[src/rtl/clock_set_ctrl.sv]
// Edit-mode controller for the calendar clock: button-driven field selection, pause and switch controls.
// Optional inactivity timeout back to run mode is built when CLOCK_SET_TIMEOUT_EN is defined.
module clock_set_ctrl #(
    parameter int TIMEOUT_TICKS = 20,
    parameter int TO_W          = 5
) (
    input  logic       clk,
    input  logic       rst_p,
    input  logic       tick_half,
    input  logic       btn_mode,
    input  logic       btn_inc,
    output logic       pause,
    output logic       switch_second,
    output logic       switch_minute,
    output logic       switch_hour,
    output logic       switch_day,
    output logic       switch_month,
    output logic       switch_year,
    output logic [2:0] field_sel,
    output logic       blink
);

    typedef enum logic [2:0] {
        ST_RUN   = 3'd0,
        ST_SEC   = 3'd1,
        ST_MIN   = 3'd2,
        ST_HOUR  = 3'd3,
        ST_DAY   = 3'd4,
        ST_MONTH = 3'd5,
        ST_YEAR  = 3'd6
    } state_t;

    state_t     state_r;
    state_t     state_next_s;
    logic       btn_mode_q_r;
    logic       mode_edge_s;
    logic       inc_lock_r;
    logic       inc_lock_next_s;
    logic       blink_r;
    logic       blink_next_s;
    logic       pause_r;
    logic [5:0] switch_r;
    logic [5:0] switch_next_s;
    logic       timeout_s;

    // Out-of-range parameters elaborate to nothing; the check keeps both parameters referenced in every build.
    if ((TIMEOUT_TICKS < 1) || (TIMEOUT_TICKS > (1 << TO_W))) begin : g_param_range_bad
    end

    assign mode_edge_s = btn_mode & ~btn_mode_q_r;

`ifdef CLOCK_SET_TIMEOUT_EN
    logic [TO_W-1:0] to_cnt_r;

    // Button activity in the same cycle as the final strobe counts as activity, so no timeout then.
    assign timeout_s = (state_r != ST_RUN) & tick_half & ~btn_inc & ~mode_edge_s
                       & (to_cnt_r == TO_W'(TIMEOUT_TICKS - 1));

    // Inactivity counter: counts half-second strobes while editing with no button activity.
    always_ff @(posedge clk) begin
        if (rst_p) begin
            to_cnt_r <= {TO_W{1'b0}};
        end else if ((state_r == ST_RUN) || mode_edge_s || btn_inc || timeout_s) begin
            to_cnt_r <= {TO_W{1'b0}};
        end else if (tick_half) begin
            to_cnt_r <= to_cnt_r + TO_W'(1'b1);
        end else begin
            to_cnt_r <= to_cnt_r;
        end
    end
`else
    assign timeout_s = 1'b0;
`endif

    // Next field: mode edges walk the ring, timeout falls back to run.
    always_comb begin
        state_next_s = state_r;
        if (mode_edge_s) begin
            case (state_r)
                ST_RUN:   state_next_s = ST_SEC;
                ST_SEC:   state_next_s = ST_MIN;
                ST_MIN:   state_next_s = ST_HOUR;
                ST_HOUR:  state_next_s = ST_DAY;
                ST_DAY:   state_next_s = ST_MONTH;
                ST_MONTH: state_next_s = ST_YEAR;
                ST_YEAR:  state_next_s = ST_RUN;
                default:  state_next_s = ST_RUN;
            endcase
        end else if (timeout_s) begin
            state_next_s = ST_RUN;
        end else begin
            state_next_s = state_r;
        end
    end

    // Next lock, blink and switch values; the lock uses its next value so a held increment never edits the new field.
    always_comb begin
        inc_lock_next_s = inc_lock_r;
        blink_next_s    = blink_r;
        switch_next_s   = 6'b000000;

        if (!btn_inc) begin
            inc_lock_next_s = 1'b0;
        end else if (mode_edge_s) begin
            inc_lock_next_s = 1'b1;
        end else begin
            inc_lock_next_s = inc_lock_r;
        end

        if (state_next_s == ST_RUN) begin
            blink_next_s = 1'b0;
        end else if (state_next_s != state_r) begin
            blink_next_s = 1'b1;
        end else if (tick_half) begin
            blink_next_s = ~blink_r;
        end else begin
            blink_next_s = blink_r;
        end

        if (btn_inc && !inc_lock_next_s) begin
            case (state_next_s)
                ST_SEC:   switch_next_s = 6'b000001;
                ST_MIN:   switch_next_s = 6'b000010;
                ST_HOUR:  switch_next_s = 6'b000100;
                ST_DAY:   switch_next_s = 6'b001000;
                ST_MONTH: switch_next_s = 6'b010000;
                ST_YEAR:  switch_next_s = 6'b100000;
                default:  switch_next_s = 6'b000000;
            endcase
        end else begin
            switch_next_s = 6'b000000;
        end
    end

    // Registered state and outputs.
    always_ff @(posedge clk) begin
        if (rst_p) begin
            state_r      <= ST_RUN;
            btn_mode_q_r <= 1'b1;
            inc_lock_r   <= 1'b0;
            blink_r      <= 1'b0;
            pause_r      <= 1'b0;
            switch_r     <= 6'b000000;
        end else begin
            state_r      <= state_next_s;
            btn_mode_q_r <= btn_mode;
            inc_lock_r   <= inc_lock_next_s;
            blink_r      <= blink_next_s;
            pause_r      <= (state_next_s != ST_RUN);
            switch_r     <= switch_next_s;
        end
    end

    assign field_sel     = state_r;
    assign pause         = pause_r;
    assign blink         = blink_r;
    assign switch_second = switch_r[0];
    assign switch_minute = switch_r[1];
    assign switch_hour   = switch_r[2];
    assign switch_day    = switch_r[3];
    assign switch_month  = switch_r[4];
    assign switch_year   = switch_r[5];

endmodule
[config.mk]
export PLATFORM = sky130hd
export DESIGN_NAME = clock_set_ctrl
export DESIGN_NICKNAME = d
export VERILOG_FILES = /design/src/rtl/clock_set_ctrl.sv
export SDC_FILE = /design/constraint.sdc
export NUM_CORES = 1
export LEC_CHECK = 0
export CORE_MARGIN = 1
export CORE_UTILIZATION = 35
export CTS_CLUSTER_SIZE = 8
export DETAILED_ROUTE_END_ITERATION = 10
export PLACE_DENSITY = 0.65
export RECOVER_POWER = 50
export SETUP_SLACK_MARGIN = 0.2
export SLEW_MARGIN = 20
export SYNTH_ARGS = -nofsm -noshare
export SYNTH_HDL_FRONTEND = slang
export SYNTH_SLANG_ARGS = --single-unit
[constraint.sdc]
create_clock -name clk -period 3.4 [get_ports clk]
set_input_delay 0.68 -clock clk [delete_from_list [all_inputs] [get_ports clk]]
set_output_delay 0.68 -clock clk [all_outputs]
set_load 0.1 [all_outputs]
==> results.md <==
* Area share of the largest cell type after synthesis at 53.1%
* Post-route DRC at 0
* Area used by sequential logic in the layout at 260 um^2
* R2R Setup Slk at 1.97 ns
* Iteration-0 DRC count of the detailed router at 7
* Critical path destination: blink
* Power density over the cells at 434 nW/um^2
* First-pass GRT wire length at 1.42 mm
* Vias after detailed routing at 405
* Remaining number of nets flagged by the antenna check after routing at 0
* Minimum setup slack in the final design at 0.966 ns
* Via count of the first global-routing pass at 320
* Fraction of layout cells with a size suffix above 1 at 17.6%
* Netlist area before placement at 490 um^2
* Number of I/O port buffers at 15
* Number of synthesis warnings at 0
* Number of cells produced by synthesis at 52
* Highest-count cells in the layout ignoring fill and taps: sky130_fd_sc_hd__dfxtp_1, sky130_fd_sc_hd__clkdlybuf4s50_1, sky130_fd_sc_hd__nand2_1, sky130_fd_sc_hd__nor2_1, sky130_fd_sc_hd__a21oi_1
* Worst Reg-to-Reg Cells at 3
* Largest area contributor in the netlist: sky130_fd_sc_hd__dfxtp_1
* Worst endpoint required time at 2.72 ns
* Number of distinct library cell variants in the gate-level netlist after synthesis at 23
* Sum Neg Setup Slack at 0 ns
* Kind of start point of the critical path: register
* Syn nets at 57
* Delay of the slowest cell on the worst path at 1.14 ns
* Pre-CTS worst setup slack at 1.20 ns
* Filler instances at 138
* Unrepaired setup endpoints after global routing: no
* Detail-routed net length per standard cell at 10.4 um
* CP Capture Type: primary output
* Clock latency reported for the late side of the worst-skew pair at 0.27 ns
* Timing-limited maximum frequency at 411 MHz
* Worst-path cell with the longest stage delay: sky130_fd_sc_hd__clkdlybuf4s50_1
* Leak at 0.232 nW
* Total routing usage reported by global routing at 14.2%
* Per-cell via count in the routed design at 4.88
* Overflow left after global routing at 0
* Highest ir drop seen on vdd at 0.000190 V
* Clock tree from TritonCTS: built
* DRT Pass-1 Iters at 4
* Total of endpoints with negative setup slack in the final report at 0
* Number of top-level pins at 16
* End of the worst register-to-register path: switch_r[5]
* Max-slew violations at 0
* Delay-heaviest family, CP: buffers and inverters
* H-tree depth at 1
* Pwr Total at 285 uW
* Core Area at 1300 um^2
* Outcome: completed
* Post-synthesis to final-layout area growth at 33.9%
* Startpoint-to-endpoint class of the critical path: register to primary output
* Total number of placement rows at 13
* Register area share after synthesis at 53.1%
* Crit-path cells: clkdlybuf4s50_1
* Post-synthesis area per instance at 9.43 um^2
* Buffers plus inverters on the worst setup path at 1
* Antenna diode count at 0
* Critical path depth at 1
* Maximum number of pins on one net before global-route repair at 11
* Top cells by area, synth: sky130_fd_sc_hd__dfxtp_1, sky130_fd_sc_hd__a21oi_1, sky130_fd_sc_hd__nand2_1
* Post-CTS Hold Fix Bufs at 0
* Worst setup path start: blink
* Standard cell area after detailed placement at 641 um^2
* GP Congestion at 0.728
* Die boundary width at 39.4 um
* Max_cap viols at 0
* Most common cell after layout, fill and taps aside: sky130_fd_sc_hd__dfxtp_1
* Initial Util at 37.7%
* Pin slew with the least headroom to its limit at 1.15 ns
* Clock period minus worst slack at 2.43 ns
* Full die area at 1560 um^2
* Number of storage elements in the synthesis netlist at 13
* Final Hold Vio Count at 0
* Maximum count of clock buffers along a single path at 2
* CTS Sinks at 13
* CTS Buf Count at 3
* HPWL after detailed placement at 642 um
* Worst max-slew margin expressed relative to the limit at 23.6%
* Hold Crit Class: register to register
* Final hold slack at 0.451 ns
* Fin area at 657 um^2
* Resized Gates After CTS at 0
* Root cell of the clock tree: sky130_fd_sc_hd__clkbuf_4
* Reg-to-reg critical path startpoint: field_sel[1]
* Area taken by multi-input logic gates at 205 um^2
* Clock-pin slew reported for the worst setup and hold paths after clock tree synthesis at 0.07 ns
* Sum of routed wire length over all layers at 860 um
* Share of the cycle needed by the critical path after routing at 71.6%
* Clock Skew at 0.00166 ns
* Critical-path maximum fanout at 2
* Worst EP arrival at 1.75 ns
* Setup fix buffers added after clock tree synthesis at 0
* Height of the die at 39.4 um
* Number of antenna violations at the first check in global routing at 0
* Count of nets after finishing at 74
[sequential cells by signal, summed over array words and instances, names as in the netlist]
name,cells
btn_mode_q_r,1
switch_r,6
field_sel,3
pause,1
inc_lock_r,1
blink,1
[cells in the mapped netlist, drive strengths merged]
cell type	instances
dfxtp	13
a211o	1
nand2b	3
nand2	5
xnor2	1
a211oi	1
nor3	2
a31o	1
clkbuf	3
nor4	3
and2b	2
or3	1
inv	2
nor2	4
nor3b	1
nand3	1
o21ai	2
a21oi	4
or2	1
or4	1
[layout make-up]
cell class,instances,area share [%]
multi-input cells,34,31.2
flip-flops and latches,13,39.6
repair buffers,15,21.1
inverters,2,1.14
clock buffers,4,4.00
well taps,15,2.86
[layer usage]
metal / up-vias / GRT usage, % / share of wire (%)
li1: 212 / - / -
met1: 177 / 15.1 / 42
met2: 16 / 23.4 / 51
met3: 0 / 9.09 / 7.1
met4: 0 / 2.59 / 0
met5: - / 0 / 0
[worst min path at each step]
stage | startpoint | to | cells after the start
after floorplan | inc_lock_r | switch_r[3] | 1
after global placement | inc_lock_r | switch_r[3] | 1
after detailed placement | inc_lock_r | switch_r[3] | 1
after CTS | inc_lock_r | switch_r[3] | 1
after global routing | inc_lock_r | switch_r[3] | 1
final | inc_lock_r | switch_r[3] | 1
[kinds of logic (layout without fill, tap and decap cells)]
logic type / count (synthesis) / after routing / synth area share, %
buffers and inverters: 5 / 21 / 3.82
and+or+nand+nor: 24 / 24 / 29.8
DFF: 13 / 13 / 53.1
AOI/OAI and AO/OA: 9 / 9 / 11.5
xor gates and xnor gates: 1 / 1 / 1.79
[through the flow]
step	util (%)	std cells
after global placement	49.2	79
after floorplan	-	52
after global routing	50.5	83
after detailed placement	49.2	79
final	50.5	83
after CTS	51.2	83
[where the power goes]
part / leakage (nW) / internal, mW / total (mW) / switching, mW
Sequential: 0.105 / 0.155 / 0.158 / 0.00295
Clock: 0.0150 / 0.0454 / 0.0910 / 0.0456
Combinational: 0.111 / 0.0119 / 0.0361 / 0.0242
No activity file was read; power rests on OpenSTA's default activity.
